--- config.mk ---
export PLATFORM = sky130hd
export DESIGN_NAME = text_console_writer
export DESIGN_NICKNAME = d
export VERILOG_FILES = /design/src/rtl/text_console_writer.sv
export SDC_FILE = /design/constraint.sdc
export NUM_CORES = 1
export LEC_CHECK = 0
export ABC_AREA = 1
export CAP_MARGIN = 25
export CORE_UTILIZATION = 62
export CTS_CLUSTER_DIAMETER = 100
export DETAILED_ROUTE_END_ITERATION = 7
export PLACE_DENSITY = 0.86
export SETUP_SLACK_MARGIN = 0.3
export SYNTH_ARGS = -nofsm -noshare
export SYNTH_HDL_FRONTEND = slang
export SYNTH_SLANG_ARGS = --single-unit
--- constraint.sdc ---
create_clock -name clk_pix -period 3.5 [get_ports clk_pix]
set_input_delay 0.7 -clock clk_pix [delete_from_list [all_inputs] [get_ports clk_pix]]
set_output_delay 0.7 -clock clk_pix [all_outputs]
set_load 0.03 [all_outputs]
--- src/rtl/text_console_writer.sv ---
// Byte-stream text console: interprets printable and control codes and writes
// {attr, 1'b0, char} cells into the 100x30 text RAM, clearing lines as the cursor advances.
module text_console_writer #(
  parameter int         COLS           = 100,
  parameter int         ROWS           = 30,
  parameter logic [7:0] DEFAULT_ATTR   = 8'h0F,
  parameter logic [6:0] BLANK_CHAR     = 7'h20,
  parameter bit         CLEAR_ON_RESET = 1'b1
) (
  input  logic        clk_pix,
  input  logic        reset,
  input  logic        in_valid,
  input  logic [7:0]  in_data,
  output logic        in_ready,
  output logic        ram_ce,
  output logic [11:0] ram_addr,
  output logic [15:0] ram_data,
  output logic [6:0]  cursor_x,
  output logic [4:0]  cursor_y,
  output logic        busy
);

  typedef enum logic [1:0] {IDLE, ESC, CLEAR_LINE, CLEAR_SCREEN} state_t;

  localparam logic [11:0] COLS_A    = 12'(COLS);
  localparam logic [11:0] LAST_CELL = 12'(COLS * ROWS - 1);
  localparam logic [6:0]  LAST_COL  = 7'(COLS - 1);
  localparam logic [4:0]  LAST_ROW  = 5'(ROWS - 1);
  localparam state_t      RST_STATE = CLEAR_ON_RESET ? CLEAR_SCREEN : IDLE;

  state_t      state_q, state_d;
  logic [6:0]  x_q, x_d;
  logic [4:0]  y_q, y_d;
  logic [11:0] row_base_q, row_base_d;
  logic [7:0]  attr_q, attr_d;
  logic [11:0] clr_addr_q, clr_addr_d;
  logic [11:0] clr_end_q, clr_end_d;
  logic        ram_ce_q, ram_ce_d;
  logic [11:0] ram_addr_q, ram_addr_d;
  logic [15:0] ram_data_q, ram_data_d;

  logic        do_newline;
  logic        nl_wrap;
  logic [4:0]  nl_y;
  logic [11:0] nl_base;

  assign in_ready = (state_q == IDLE) || (state_q == ESC);
  assign busy     = (state_q == CLEAR_LINE) || (state_q == CLEAR_SCREEN);
  assign ram_ce   = ram_ce_q;
  assign ram_addr = ram_addr_q;
  assign ram_data = ram_data_q;
  assign cursor_x = x_q;
  assign cursor_y = y_q;

  // Destination row of a newline; the row base is stepped, never multiplied.
  assign nl_wrap = (y_q == LAST_ROW);
  assign nl_y    = nl_wrap ? 5'd0 : y_q + 5'd1;
  assign nl_base = nl_wrap ? 12'd0 : row_base_q + COLS_A;

  always_comb begin
    state_d    = state_q;
    x_d        = x_q;
    y_d        = y_q;
    row_base_d = row_base_q;
    attr_d     = attr_q;
    clr_addr_d = clr_addr_q;
    clr_end_d  = clr_end_q;
    ram_ce_d   = 1'b0;
    ram_addr_d = ram_addr_q;
    ram_data_d = ram_data_q;
    do_newline = 1'b0;

    case (state_q)
      IDLE: begin
        if (in_valid) begin
          if (in_data >= 8'h20 && in_data <= 8'h7E) begin
            ram_ce_d   = 1'b1;
            ram_addr_d = row_base_q + {5'd0, x_q};
            ram_data_d = {attr_q, 1'b0, in_data[6:0]};
            if (x_q == LAST_COL) do_newline = 1'b1;
            else                 x_d = x_q + 7'd1;
          end else begin
            case (in_data)
              8'h0A: do_newline = 1'b1;
              8'h0D: x_d = 7'd0;
              8'h08: if (x_q != 7'd0) x_d = x_q - 7'd1;
              8'h0C: begin
                x_d        = 7'd0;
                y_d        = 5'd0;
                row_base_d = 12'd0;
                clr_addr_d = 12'd0;
                clr_end_d  = LAST_CELL;
                state_d    = CLEAR_SCREEN;
              end
              8'h1B:   state_d = ESC;
              default: ;
            endcase
          end
        end
        if (do_newline) begin
          x_d        = 7'd0;
          y_d        = nl_y;
          row_base_d = nl_base;
          clr_addr_d = nl_base;
          clr_end_d  = nl_base + COLS_A - 12'd1;
          state_d    = CLEAR_LINE;
        end
      end
      ESC: begin
        if (in_valid) begin
          attr_d  = in_data;
          state_d = IDLE;
        end
      end
      CLEAR_LINE, CLEAR_SCREEN: begin
        ram_ce_d   = 1'b1;
        ram_addr_d = clr_addr_q;
        ram_data_d = {attr_q, 1'b0, BLANK_CHAR};
        if (clr_addr_q == clr_end_q) state_d = IDLE;
        else                         clr_addr_d = clr_addr_q + 12'd1;
      end
    endcase
  end

  always_ff @(posedge clk_pix or negedge reset) begin
    if (!reset) begin
      state_q    <= RST_STATE;
      x_q        <= 7'd0;
      y_q        <= 5'd0;
      row_base_q <= 12'd0;
      attr_q     <= DEFAULT_ATTR;
      clr_addr_q <= 12'd0;
      clr_end_q  <= LAST_CELL;
      ram_ce_q   <= 1'b0;
      ram_addr_q <= 12'd0;
      ram_data_q <= 16'd0;
    end else begin
      state_q    <= state_d;
      x_q        <= x_d;
      y_q        <= y_d;
      row_base_q <= row_base_d;
      attr_q     <= attr_d;
      clr_addr_q <= clr_addr_d;
      clr_end_q  <= clr_end_d;
      ram_ce_q   <= ram_ce_d;
      ram_addr_q <= ram_addr_d;
      ram_data_q <= ram_data_d;
    end
  end

endmodule

==> reports/metrics.yaml <==
seqPwrFrac_pct: 52.4
vias: 5271
syn_nets: 749
powerDensity_mw_per_mm2: 314
rsz0062_at_grt: "no"
grt.overflow.total: 0
track_usage_pct: 34.6
clockBufferDepth: 2
cts_tree: "done"
synth-seq-cells: 86
vdd_ir_drop_max_uv: 198
detail-route-antenna-nets: 0
async_flop_share_pct: 100
chipHeight_um: 95.1
dp_hpwl_um: 10500
fin_ws_ns: 0.878
path_delay_family: "buffers and inverters"
maxSlewHeadroom_pct: 57.1
yosysTopAreaCell: "dfrtp_1"
synth_flop_cell: "dfrtp_1"
drcViolationCount: 0
final_nets: 793
finClkSkew_ns: 0.0157
cpPeakStageDelay_ns: 0.77
h-tree-depth: 3
yosys_warnings: 0
fmax_ghz: 0.381
cts_hold_buf: 0
hold_class: "in -> async"
hold_viol: 0
grt_pass1_vias: 4922
die_w_um: 95.1
core_area_mm2: 0.00830
path_buf_inv: 2
wl_um: 14500
p_int_w: 0.00140
fp.dieArea_mm2: 0.00904
netlist_instances: 722
fin_cells: 876
port-buffer-count: 52
start_util_pct: 64.7
grt_pass1_wl_um: 23900
dr.first_iter.drc_count: 543
clkSinkCount: 86
synth-edff-count: 0
switching_share_pct: 27.5
crit_slowest_cell: "clkdlybuf4s50_1"
cts_root_buf: "clkbuf_8"
setup_viol: 0
end_kind: "primary output"
max_cap_viol_count: 0
grt_max_degree: 87
p_leak_nw: 3.06
p_sw_w: 0.000529
clk_pin_slew_ns: 0.11
vias_per_cell: 6.02
area_growth_pct: 14.3
crit_fanout: 15
p_comb_share_pct: 7.5
synth.avg_cell_area_um2: 7.44
gp_congestion: 0.954
period_share_pct: 74.9
status: "completed"
drive_gt1_share_pct: 8.95
pwr-share-clk_pct: 40.1
fin_setup_tns_ns: 0
wl_per_cell_um: 16.6
first_pass_iters: 6
cts_buffers: 9
clk_latency_ns: 0.38
ctsResizeCount: 0
tightest_slew_ns: 0.637
finish.utilization_pct: 74.0
post_cts_buffers: 0
antenna_cells: 0
required_ns: 2.80
arrival_ns: 1.92
cp-start-kind: "flop"
yosysUniqueCellTypes: 42
preCtsSetupSlack_ns: 0.582
synth_top_cell_area_share_pct: 33.1
finalMaxSlewViolations: 0
synth-seq-area-share_pct: 40.4
row_count: 33
placed_cells: 859
min_period_ns: 2.62
placed_area_mm2: 0.00590
design_area_mm2: 0.00614
ys_top_cells_by_area: "dfrtp_1, nand2_1, nand3_1"
syn_area_mm2: 0.00537
antenna_found_initial: 0
cp_cell_sequence: "inv_1 > clkdlybuf4s50_1"
io_pins: 54
worst-setup-path-type: "reg -> out"
==> through the flow <==
step	total power, W	hold WS [ns]
3_3_place_gp	0.00116	0.455
3_5_place_dp	0.00117	0.461
6_report	0.00193	0.147
5_1_grt	0.00199	0.148
4_1_cts	0.00192	0.487
2_1_floorplan	0.00110	0.404
==> synth_stat cells, types with 2 or more instances <==
library cell	n
xor2_1	11
a21oi_2	2
nand3_1	83
a21oi_1	16
o21ai_1	3
buf_6	5
buf_4	2
dfstp_2	15
nand2_1	217
inv_1	79
nor2_1	46
o21ai_0	48
dfrtp_1	71
nor2_2	3
inv_2	5
nor3_1	8
clkbuf_1	8
o22ai_2	5
buf_2	8
or2_2	2
nand4_2	2
o211ai_1	3
nand2_2	6
xnor2_1	15
nand4_1	20
ha_1	15
o221ai_1	3
o21bai_1	4
a22oi_1	4
==> flip-flops by register name (all words and copies together), names as in the netlist <==
register and flops:
state_q 2, ram_addr 12, clr_end_q 12, cursor_y 5, row_base_q 12, cursor_x 7, ram_ce 1, clr_addr_q 12
attr_q 8, ram_data 15
==> cell type report <==
cell class / count / area (um2)
timing repair buffer: 56 / 568
clock inverter: 7 / 87.6
clock buffer: 9 / 124
multi-input combinational: 528 / 2740
sequential: 86 / 2170
tap: 105 / 131
fill: 654 / 2160
inverter: 85 / 322
==> power groups by stage <==
stage                     Sequential [W]  Clock, W  Combinational (W)
after detailed placement         0.00103         0           0.000140
final                            0.00101  0.000773           0.000144
after global routing             0.00101  0.000819           0.000160
after floorplan                  0.00103         0          0.0000728
after CTS                        0.00101  0.000773           0.000140
after global placement           0.00103         0           0.000133
==> path summary, 6_finish.rpt <==
check                      depth (start not counted)      endpoint  slack, ns          from
min in group clk_pix                               2  ram_data[12]       0.48  ram_data[12]
hold / removal                                     1  ram_data[11]       0.15         reset
hold reg to reg                                    2  ram_data[12]       0.48  ram_data[12]
max in group asynchronous                          2  clr_end_q[0]       2.69         reset
setup reg to reg                                  10  clr_end_q[8]       1.05   cursor_y[1]
setup / recovery                                   2      in_ready       0.88    state_q[1]
==> cells by family after synthesis <==
group / after synthesis / share of synthesized area, %
compound gates: 92 / 10.4
fa+ha+maj: 16 / 3.87
simple gates: 393 / 32.4
xor+xnor: 26 / 4.24
other cells: 1 / 0.0698
buf+inv: 108 / 8.62
flops: 86 / 40.4
==> per-layer routing <==
layer	GRT usage [%]	share of wire, %	wire length [um]	up-vias
met3	5.82	8.6	1260	47
met5	0	0	0	-
met4	14.1	2.8	402	0
met2	55.0	46	6730	290
li1	-	-	-	2437
met1	46.8	42	6160	2497
==> cell usage in the layout (no fill, tap or decap), drive strengths merged, types with 2 or more instances in the layout <==
cell type,synthesis,layout
nor2,50,50
xnor2,15,15
or2,2,2
ha,15,15
o221ai,3,3
clkbuf,8,9
o21ai,52,52
o22ai,5,5
inv,85,90
a22oi,4,4
nand4,22,22
nand3,83,83
clkdlybuf4s50,0,51
dfstp,15,15
a21oi,18,18
o211ai,3,3
nand2,224,224
dfrtp,71,71
xor2,11,11
nor3,10,10
buf,15,5
o21bai,4,4
No activity file was read; power rests on OpenSTA's default activity.
